File: src/rtl/uart_rx.sv
// uart_rx: oversampled async receiver, 8N1 by default, even parity with UART_RX_PARITY_EN; RX_VALID one cycle after stop sample.
// Single holding register: a byte completing while RX_VALID is unconsumed overwrites RX_DATA and latches OVERRUN.
module uart_rx #(
  parameter int OVERSAMPLE = 16,
  parameter int DATA_BITS  = 8
) (
  input  logic                 CLK_IN,
  input  logic                 RX_RST_N,
  input  logic                 BAUD_TICK,
  input  logic                 RX_IN,
  output logic [DATA_BITS-1:0] RX_DATA,
  output logic                 RX_VALID,
  input  logic                 RX_READY,
  output logic                 FRAME_ERR,
  output logic                 OVERRUN,
  output logic                 PARITY_ERR
);

  localparam int CW = $clog2(OVERSAMPLE);
  localparam int BW = (DATA_BITS > 1) ? $clog2(DATA_BITS) : 1;
  localparam logic [CW-1:0] HALF_M1  = CW'(OVERSAMPLE / 2 - 1);
  localparam logic [CW-1:0] FULL_M1  = CW'(OVERSAMPLE - 1);
  localparam logic [BW-1:0] LAST_BIT = BW'(DATA_BITS - 1);

  localparam logic [2:0] IDLE   = 3'd0;
  localparam logic [2:0] START  = 3'd1;
  localparam logic [2:0] DATA   = 3'd2;
`ifdef UART_RX_PARITY_EN
  localparam logic [2:0] PARITY = 3'd3;
`endif
  localparam logic [2:0] STOP   = 3'd4;
  localparam logic [2:0] BREAK  = 3'd5;

  logic [1:0]           rst_sync_q, rst_sync_d;
  logic [1:0]           sync_q, sync_d;
  logic [2:0]           state_q, state_d;
  logic [CW-1:0]        tick_cnt_q, tick_cnt_d;
  logic [BW-1:0]        bit_cnt_q, bit_cnt_d;
  logic [DATA_BITS-1:0] shreg_q, shreg_d;
  logic [DATA_BITS-1:0] data_q, data_d;
  logic                 valid_q, valid_d;
  logic                 overrun_q, overrun_d;
  logic                 frame_err_q, frame_err_d;
  logic                 parity_err_d;
  logic                 done;
  logic                 line;
  logic                 tick;

  assign line = sync_q[1];
  // FSM is held off until the deasserted reset has crossed both sync flops.
  assign tick = BAUD_TICK & rst_sync_q[1];

  always_comb begin
    rst_sync_d   = {rst_sync_q[0], 1'b1};
    sync_d       = {sync_q[0], RX_IN};
    state_d      = state_q;
    tick_cnt_d   = tick_cnt_q;
    bit_cnt_d    = bit_cnt_q;
    shreg_d      = shreg_q;
    done         = 1'b0;
    frame_err_d  = 1'b0;
    parity_err_d = 1'b0;
    if (tick) begin
      case (state_q)
        IDLE: begin
          if (!line) begin
            state_d    = START;
            tick_cnt_d = '0;
          end
        end
        START: begin
          if (tick_cnt_q == HALF_M1) begin
            tick_cnt_d = '0;
            bit_cnt_d  = '0;
            state_d    = line ? IDLE : DATA;
          end else begin
            tick_cnt_d = tick_cnt_q + 1'b1;
          end
        end
        DATA: begin
          if (tick_cnt_q == FULL_M1) begin
            tick_cnt_d = '0;
            shreg_d    = {line, shreg_q[DATA_BITS-1:1]};
            if (bit_cnt_q == LAST_BIT) begin
`ifdef UART_RX_PARITY_EN
              state_d = PARITY;
`else
              state_d = STOP;
`endif
            end else begin
              bit_cnt_d = bit_cnt_q + 1'b1;
            end
          end else begin
            tick_cnt_d = tick_cnt_q + 1'b1;
          end
        end
`ifdef UART_RX_PARITY_EN
        PARITY: begin
          if (tick_cnt_q == FULL_M1) begin
            tick_cnt_d   = '0;
            parity_err_d = line ^ (^shreg_q);
            state_d      = STOP;
          end else begin
            tick_cnt_d = tick_cnt_q + 1'b1;
          end
        end
`endif
        STOP: begin
          if (tick_cnt_q == FULL_M1) begin
            tick_cnt_d = '0;
            if (line) begin
              done    = 1'b1;
              state_d = IDLE;
            end else begin
              frame_err_d = 1'b1;
              state_d     = BREAK;
            end
          end else begin
            tick_cnt_d = tick_cnt_q + 1'b1;
          end
        end
        BREAK: begin
          if (line) state_d = IDLE;
        end
        default: state_d = IDLE;
      endcase
    end
    // A transfer in the same cycle as a new byte frees the slot, so no overrun.
    data_d    = done ? shreg_q : data_q;
    valid_d   = done | (valid_q & ~RX_READY);
    overrun_d = (overrun_q & ~(valid_q & RX_READY)) | (done & valid_q & ~RX_READY);
  end

  always_ff @(posedge CLK_IN or negedge RX_RST_N) begin
    if (!RX_RST_N) begin
      rst_sync_q  <= 2'b00;
      sync_q      <= 2'b11;
      state_q     <= IDLE;
      tick_cnt_q  <= '0;
      bit_cnt_q   <= '0;
      shreg_q     <= '0;
      data_q      <= '0;
      valid_q     <= 1'b0;
      overrun_q   <= 1'b0;
      frame_err_q <= 1'b0;
    end else begin
      rst_sync_q  <= rst_sync_d;
      sync_q      <= sync_d;
      state_q     <= state_d;
      tick_cnt_q  <= tick_cnt_d;
      bit_cnt_q   <= bit_cnt_d;
      shreg_q     <= shreg_d;
      data_q      <= data_d;
      valid_q     <= valid_d;
      overrun_q   <= overrun_d;
      frame_err_q <= frame_err_d;
    end
  end

`ifdef UART_RX_PARITY_EN
  logic parity_err_q;
  always_ff @(posedge CLK_IN or negedge RX_RST_N) begin
    if (!RX_RST_N) parity_err_q <= 1'b0;
    else           parity_err_q <= parity_err_d;
  end
  assign PARITY_ERR = parity_err_q;
`else
  logic unused_parity;
  assign unused_parity = parity_err_d;
  assign PARITY_ERR    = 1'b0;
`endif

  assign RX_DATA   = data_q;
  assign RX_VALID  = valid_q;
  assign OVERRUN   = overrun_q;
  assign FRAME_ERR = frame_err_q;

endmodule

File: config.mk
export PLATFORM = sky130hd
export DESIGN_NAME = uart_rx
export DESIGN_NICKNAME = d
export VERILOG_FILES = /design/src/rtl/uart_rx.sv
export SDC_FILE = /design/constraint.sdc
export NUM_CORES = 1
export LEC_CHECK = 0
export CAP_MARGIN = 5
export CORE_MARGIN = 3
export CORE_UTILIZATION = 50
export CTS_CLUSTER_DIAMETER = 40
export DETAILED_ROUTE_END_ITERATION = 8
export GPL_ROUTABILITY_DRIVEN = 0
export PLACE_DENSITY = 0.72
export SKIP_LAST_GASP = 1
export SLEW_MARGIN = 15
export SYNTH_ARGS = -nofsm -noshare
export SYNTH_HDL_FRONTEND = slang
export SYNTH_SLANG_ARGS = --single-unit
File: constraint.sdc
create_clock -name CLK_IN -period 2.08 [get_ports CLK_IN]
set_input_delay 0.416 -clock CLK_IN [delete_from_list [all_inputs] [get_ports CLK_IN]]
set_output_delay 0.416 -clock CLK_IN [all_outputs]
set_load 0.03 [all_outputs]
# After elaboration in Yosys (flattened, before gate mapping)
# Index checks and enable logic that the tools add are counted.
# W data, S select, Z words.
[classes] add_sub_neg=2 n_eq_ne=14 n_mux=25 bitwise_logic=10 reduce_logical=8
[ops] operator="$mux W3" n=10
[ops] operator="$pmux W3 S5" n=1
[ops] operator="$ne A2 B2 Y1 const B" n=7
[ops] operator="$mux W4" n=3
[ops] operator="$pmux W4 S3" n=1
[ops] operator="$eq A3 B3 Y1 const B" n=3
[ops] operator="$mux W1" n=8
[ops] operator="$reduce_and A7 Y1" n=1
[ops] operator="$and A1 B1 Y1" n=6
[ops] operator="$pmux W3 S2" n=1
[ops] operator="$reduce_and A3 Y1" n=2
[ops] operator="$reduce_and A5 Y1" n=1
[ops] operator="$add A4 B1 Y4 const B" n=1
[ops] operator="$eq A4 B3 Y1 const B" n=1
[ops] operator="$eq A4 B4 Y1 const B" n=1
[ops] operator="$add A3 B1 Y3 const B" n=1
[ops] operator="$eq A3 B1 Y1 const B" n=1
[ops] operator="$eq A3 B2 Y1 const B" n=1
[ops] operator="$logic_not A3 Y1" n=1
[ops] operator="$reduce_bool A3 Y1" n=1
[ops] operator="$mux W2" n=1
[ops] operator="$not A1 Y1" n=2
[ops] operator="$or A1 B1 Y1" n=2
[ops] operator="$reduce_bool A2 Y1" n=1
[ops] operator="$reduce_or A2 Y1" n=1
[word_totals] register_bits=33 in_bits=5 out_inout_bits=12 word_cells=69

# Logic depth before layout (Yosys ltp)
# Gate-level depths: netlist (run 1).
[depth] depth_word=7 ltp_mapped=6 ltp_nobuf=6

# Least setup slack after synthesis (run 1)
# No wires, ideal clock.
[synth_timing] kind="register to register" from="reg bit_cnt_q[0]" to="reg bit_cnt_q[0]" setup_ps=128 arrival_time_ps=1716 required_ps=1952 path_slack_ps=236 stages_incl_launch_ff=7 path_buffers=0 synth_period_minus_slack_ps=1844 cell_sequence="dfrtp_1 > ha_1 > ha_1 > nand2b_1 > nand2b_1 > a2111o_1 > mux2_1"
[synth_between] elab_chain_cells=4 word_cells_on_any_way=7 classes_between="add/sub (1); eq/ne (2); mux (3); reduce/logical (1)"
[synth_lines] item="start, declared" line_no="38" rtl="logic [BW-1:0] bit_cnt_q, bit_cnt_d;"
[synth_lines] item="start signal, assigned" line_no="151" rtl="bit_cnt_q <= bit_cnt_d;"
[synth_lines] item="$add A3 B1 Y3" line_no="91" rtl="bit_cnt_d = bit_cnt_q + 1'b1;"
[synth_lines] item="$mux W3" line_no="84" rtl="if (bit_cnt_q == LAST_BIT) begin"
[synth_lines] item="$mux W3" line_no="81" rtl="if (tick_cnt_q == FULL_M1) begin"
[synth_lines] item="$pmux W3 S2" line_no="64" rtl="case (state_q)"
# Parallel ways exist; a longest one is shown, timed or not. The select of a mux whose other input is x is not followed.
# A chain may end at the register's enable or synchronous reset.

# Final worst setup path (run 1)
# Ends and elaborated chain as after synthesis.

==> results.py, run 1 <==
metrics = {
    "clock_tree": {
        "cts_resized": 0,
        "cts-root-buf": "clkbuf_4",
        "ctsHoldBuffers": 0,
        "clock-sinks": 33,
        "htree_num_levels": 2,
        "numCtsBuffers": 5,
        "clk_pin_slew_worst_paths_ns": 0.09,
        "clock_latency_ns": 0.33,
        "postCtsSetupBuffers": 0,
        "cts_tree": "yes",
        "clock_path_buffers": 2,
    },
    "global_routing": {
        "first_global_vias": 1002,
        "antenna_found_initial": 0,
        "grt_pass1_wl_um": 4367,
        "track_usage_pct": 15.99,
        "grt_max_degree": 34,
        "gr-total-overflow": 0,
    },
    "route": {
        "routed_wl_um": 2700,
        "avgRoutedWirePerCell_um": 13.71,
        "first_pass_iters": 4,
        "antenna_left": 0,
        "vias": 1047,
        "drt_iter0_drc": 46,
        "drc_errors": 0,
        "vias_per_cell": 5.315,
    },
    "floorplanning": {
        "rows": 19,
        "core_area_mm2": 0.002877,
        "die_x_um": 61.89,
        "initial_utilization_pct": 54.28,
        "die_y_um": 61.89,
        "dieArea_mm2": 0.003830,
        "boundaryPins": 17,
    },
    "placement": {
        "dp.cells": 189,
        "post-dp-hpwl_um": 1902,
        "port_buffers": 15,
        "dpl-instance-area_mm2": 0.001785,
    },
    "setup_path": {
        "ff2ff_path_depth": 6,
        "worstSetupStartpointType": "flip-flop",
        "worstPathRequired_ns": 2.30,
        "crit_type": "flip-flop to flip-flop",
        "worstSetupEndpointType": "flip-flop",
        "worstPathMaxFanout": 3,
        "worst_ep_arrival_time_ns": 2.15,
    },
    "synthesis": {
        "ys_ff_latch": 33,
        "yosysTopAreaCell": "dfrtp_1",
        "yosysSeqAreaShare_pct": 53.04,
        "ys.flop_type": "dfrtp_1",
        "synth.top_cell.area_share_pct": 49.68,
        "synth.avg_cell_area_um2": 11.92,
        "synthTopCellsByArea": "dfrtp_1 50%, mux2_2 12%, dfstp_2 3.4%, ha_1 2.4%, o21ai_0 1.9%",
        "syn_nets": 139,
        "synth_edf_count": 0,
        "async_flop_share_pct": 100.0,
        "syn_area_mm2": 0.001561,
        "syn_inst": 131,
        "yosysWarnings": 0,
        "yosys.cell_types.count": 43,
    },
    "finish": {
        "fin_area_mm2": 0.001871,
        "fin_nets": 162,
        "final_common_cell": "dfrtp_1",
        "diodes": 0,
        "layout_common_cells": "31 x dfrtp_1, 17 x mux2_2, 15 x clkdlybuf4s50_1",
        "stdcell_count": 197,
        "fill_cells": 236,
        "drive_gt1_share_pct": 25.16,
        "regArea_um2": 828.3,
        "area_growth_syn_to_layout_pct": 19.79,
        "multi_input_area_um2": 675.6,
    },
    "sta": {
        "hold_viol_final": 0,
        "drv_slew": 0,
        "tns_ns": 0,
        "fmax_mhz": 519.0,
        "tightest_slew_ns": 0.5057,
        "rsz0062_at_grt": "false",
        "finClkSkew_ns": 0.006271,
        "setup_viol": 0,
        "slew_headroom_pct": 66.29,
        "fin_crit_ns": 1.927,
        "fin_crit_sh_pct": 92.64,
    },
    "pwr": {
        "leakagePower_nw": 0.8975,
        "vdd_drop_max_mv": 0.5795,
        "powerDensity_mw_per_mm2": 912.8,
    },
    "flow_run": {
        "maxCapViolCount": 0,
    },
    "min_path": {
        "hold_depth": 0,
        "min_path_type": "flip-flop to flip-flop",
    },
    "status": {
        "status": "finished, final reports clean",
    },
}
-- final timing paths --
kind,slack (ns),endpoint,startpoint
worst min-delay path,0.36,rst_sync_q[1],rst_sync_q[0]
worst max-delay path,0.15,bit_cnt_q[0],bit_cnt_q[0]
worst min register to register,0.36,rst_sync_q[1],rst_sync_q[0]
max in group asynchronous,1.28,sync_q[0],RX_RST_N
worst max register to register,0.15,bit_cnt_q[0],bit_cnt_q[0]
min in group asynchronous,0.46,state_q[2],RX_RST_N
-- state kept, by name, summed over array words and instances (netlist names) --
register / count
bit_cnt_q: 3
RX_DATA: 8
RX_VALID: 1
state_q: 3
tick_cnt_q: 4
FRAME_ERR: 1
OVERRUN: 1
rst_sync_q: 2
shreg_q: 8
sync_q: 2
-- power by group --
| part | internal (mW) | switching, mW |
|---|---|---|
| sequential | 0.725 | 0.0985 |
| combinational | 0.196 | 0.195 |
| clock | 0.287 | 0.207 |
-- layout make-up --
class	count	share of cell area, %
Clock buffer	7	2.943
Clock inverter	1	1.605
Inverter	7	1.405
Multi-Input combinational cell	85	36.12
Sequential cell	33	44.28
Tap cell	42	2.809
Timing Repair Buffer	22	10.84
-- cell families (layout without fill, tap and decap cells) --
family	Yosys count	in the layout	synth area share (%)
DFF	33	33	53.04
muxes	20	20	14.26
and+or+nand+nor	35	35	14.18
adders and majority gates	4	4	3.125
buffers and inverters	13	37	3.686
other	2	2	0.4809
AOI/OAI and AO/OA	23	23	10.66
xor gates and xnor gates	1	1	0.5610
-- metal layers --
layer,vias to the layer above,wire [um],track usage [%]
met5,-,0,0
met4,0,9,8.182
met3,2,103,4.339
met2,17,1291,23.32
met1,510,1296,21.88
li1,518,-,-
-- metrics by stage --
stage               hold slack, ns  worst slack (ns)  utilization, %  power (mW)
floorplan                   0.1204            0.2363               -       1.111
global placement            0.3330           0.07229           62.07       1.212
detailed placement          0.3364           0.04083           62.07       1.228
CTS                         0.3581            0.1438           65.03       1.729
global route                0.3695           0.03866           65.03       1.826
finish                      0.3555            0.1532           65.03       1.707
-- critical path: stages, from the launching register on --
cell	delay, ns
dfrtp_1	0.41
ha_1	0.21
ha_1	0.17
nand2b_1	0.15
nand2b_1	0.16
a2111o_1	0.40
mux2_1	0.31
-- Yosys cell counts (all sizes together) (2+ instances only) --
master / instances
o211ai: 2
inv: 7
nand3: 2
mux2i: 2
nor3: 3
conb: 2
a21o: 3
mux2: 18
and2: 2
a211oi: 2
buf: 5
nand2b: 4
dfstp: 2
a21oi: 2
nand2: 7
nor4: 4
ha: 3
or4: 2
dfrtp: 31
o21ai: 6
nor2: 5
Power figures use the tool's default switching activity.
==> inputs of run 2 (changes only) <==
CORE_UTILIZATION = 45   (was 50)
PLACE_DENSITY = 0.66   (was 0.72)
==> run 2 against run 1 <==
Against the previous run: worst hold slack gained 0.0048 ns; power grew 0.39%; register-to-register slack is essentially flat.
==> results.py, run 2 (same netlist as run 1, synthesis figures left out) <==
metrics = {
    "finish": {
        "layout_common_cells": "31 x dfrtp_1, 17 x mux2_2, 15 x clkdlybuf4s50_1",
        "final_common_cell": "dfrtp_1",
        "utilization_pct": 58.94,
        "area_growth_syn_to_layout_pct": 19.95,
        "diodes": 0,
        "fill_cells": 274,
        "stdcell_count": 199,
        "drive_gt1_share_pct": 25.16,
        "fin_nets": 162,
    },
    "min_path": {
        "hold_depth": 0,
        "hold_start": "sync_q[0]",
        "whs_endpoint": "sync_q[1]",
        "min_path_type": "flip-flop to flip-flop",
    },
    "setup_path": {
        "critPathSlowestCell": "a2111o_1",
        "ff2ff_path_depth": 5,
        "r2r_slack_ns": 0.16,
        "worstSetupStartpointType": "flip-flop",
        "reg2reg_from": "tick_cnt_q[0]",
        "crit_path_cell_trace": "ha_1 -> and3b_1 -> nand3b_1 -> a2111o_1 -> mux2_1",
        "worstSetupEndpointType": "flip-flop",
        "r2r_end": "bit_cnt_q[0]",
        "worstPathMaxFanout": 5,
        "cp_slowest_stage_delay_ns": 0.45,
        "worst_ep_arrival_time_ns": 2.14,
        "worstPathRequired_ns": 2.30,
        "crit_type": "flip-flop to flip-flop",
    },
    "clock_tree": {
        "clk_pin_slew_worst_paths_ns": 0.10,
        "cts_resized": 0,
        "postCtsSetupBuffers": 0,
        "htree_num_levels": 2,
        "numCtsBuffers": 5,
        "cts_tree": "yes",
        "clock-sinks": 33,
        "clock_path_buffers": 2,
        "cts-root-buf": "clkbuf_4",
        "clock_latency_ns": 0.33,
        "ctsHoldBuffers": 0,
    },
    "global_routing": {
        "grt_pass1_wl_um": 5057,
        "grt_max_degree": 34,
        "track_usage_pct": 15.36,
        "first_global_vias": 1128,
        "gr-total-overflow": 0,
        "antenna_found_initial": 0,
    },
    "sta": {
        "hold_viol_final": 0,
        "drv_slew": 0,
        "tightest_slew_ns": 0.5097,
        "fin_crit_ns": 1.923,
        "fin_crit_sh_pct": 92.46,
        "fmax_mhz": 520.0,
        "slew_headroom_pct": 65.59,
        "rsz0062_at_grt": "false",
        "tns_ns": 0,
        "setup_viol": 0,
        "finClkSkew_ns": 0.003917,
        "fin_hold_ws_ns": 0.3603,
    },
    "route": {
        "routed_wl_um": 2802,
        "drt_iter0_drc": 48,
        "drc_errors": 0,
        "first_pass_iters": 4,
        "vias": 1091,
        "avgRoutedWirePerCell_um": 14.08,
        "vias_per_cell": 5.482,
        "antenna_left": 0,
    },
    "flow_run": {
        "maxCapViolCount": 0,
    },
    "placement": {
        "dp.cells": 191,
        "post-dp-hpwl_um": 1988,
        "port_buffers": 15,
    },
    "floorplanning": {
        "core_area_mm2": 0.003178,
        "rows": 20,
        "dieArea_mm2": 0.004213,
        "boundaryPins": 17,
        "die_y_um": 64.91,
        "initial_utilization_pct": 49.13,
        "die_x_um": 64.91,
    },
    "pwr": {
        "p_seq_share_pct": 48.2,
        "power_frac_comb_pct": 22.5,
        "power_frac_clock_pct": 29.2,
        "leakagePower_nw": 0.8975,
        "switchingPower_mw": 0.5086,
        "powerDensity_mw_per_mm2": 915.1,
        "vdd_drop_max_mv": 0.5402,
        "p_sw_share_pct": 29.67,
        "power_report.internal_total_mw": 1.205,
    },
    "status": {
        "status": "finished, final reports clean",
    },
}
run 2: cell counts in the layout (fill, tap and decap cells not counted):
Identical to the previous run, type by type.
run 2: power groups by stage:
stage | Combinational (mW) | Clock, mW | Sequential (mW)
2_1_floorplan | 0.315 | 0 | 0.796
3_3_place_gp | 0.380 | 0 | 0.829
3_5_place_dp | 0.390 | 0 | 0.841
4_1_cts | 0.394 | 0.515 | 0.828
5_1_grt | 0.456 | 0.541 | 0.842
6_report | 0.386 | 0.501 | 0.827
run 2: per-layer routing:
layer	GRT usage [%]	part of all wire [%]	wire length [um]	up-vias
met5	0	0	0	-
met4	4.485	0.61	17	0
met3	5.546	4.3	120	3
met2	23.88	47	1326	22
met1	20.04	48	1337	548
li1	-	-	-	518
run 2: layout make-up:
cell class,instances,area [um2],share of cell area [%]
multi-input combinational,85,675.6,36.07
timing repair buffer,22,202.7,10.82
inverter,7,26.28,1.403
sequential,33,828.3,44.22
clock buffer,7,55.05,2.939
tap,44,55.05,2.939
clock inverter,1,30.03,1.603
run 2: metrics by stage:
step | area (um2) | setup slack [ns] | power, mW
after floorplan | 1562 | 0.2363 | 1.111
after global placement | 1788 | 0.06592 | 1.209
after detailed placement | 1788 | 0.04394 | 1.231
after CTS | 1873 | 0.1422 | 1.736
after global routing | 1873 | 0.03801 | 1.839
final | 1873 | 0.1569 | 1.714
run 2: worst max-delay path: cells and delay by family, from the launching register on:
kind	cells	cell delay (ns)
adder cells (fa/ha/maj)	1	0.28
AND/OR/NAND/NOR	2	0.34
multiplexers	1	0.32
flip-flops	1	0.43
AO/OA/AOI/OAI	1	0.45
run 2: worst max path at each step:
stage                  start  slack, ns      endpoint
3_5_place_dp       BAUD_TICK       0.04    RX_DATA[5]
6_report       tick_cnt_q[0]       0.16  bit_cnt_q[0]
5_1_grt        tick_cnt_q[0]       0.04  bit_cnt_q[0]
4_1_cts        tick_cnt_q[0]       0.14  bit_cnt_q[0]
2_1_floorplan   bit_cnt_q[0]       0.24  bit_cnt_q[0]
3_3_place_gp       BAUD_TICK       0.07    RX_DATA[4]
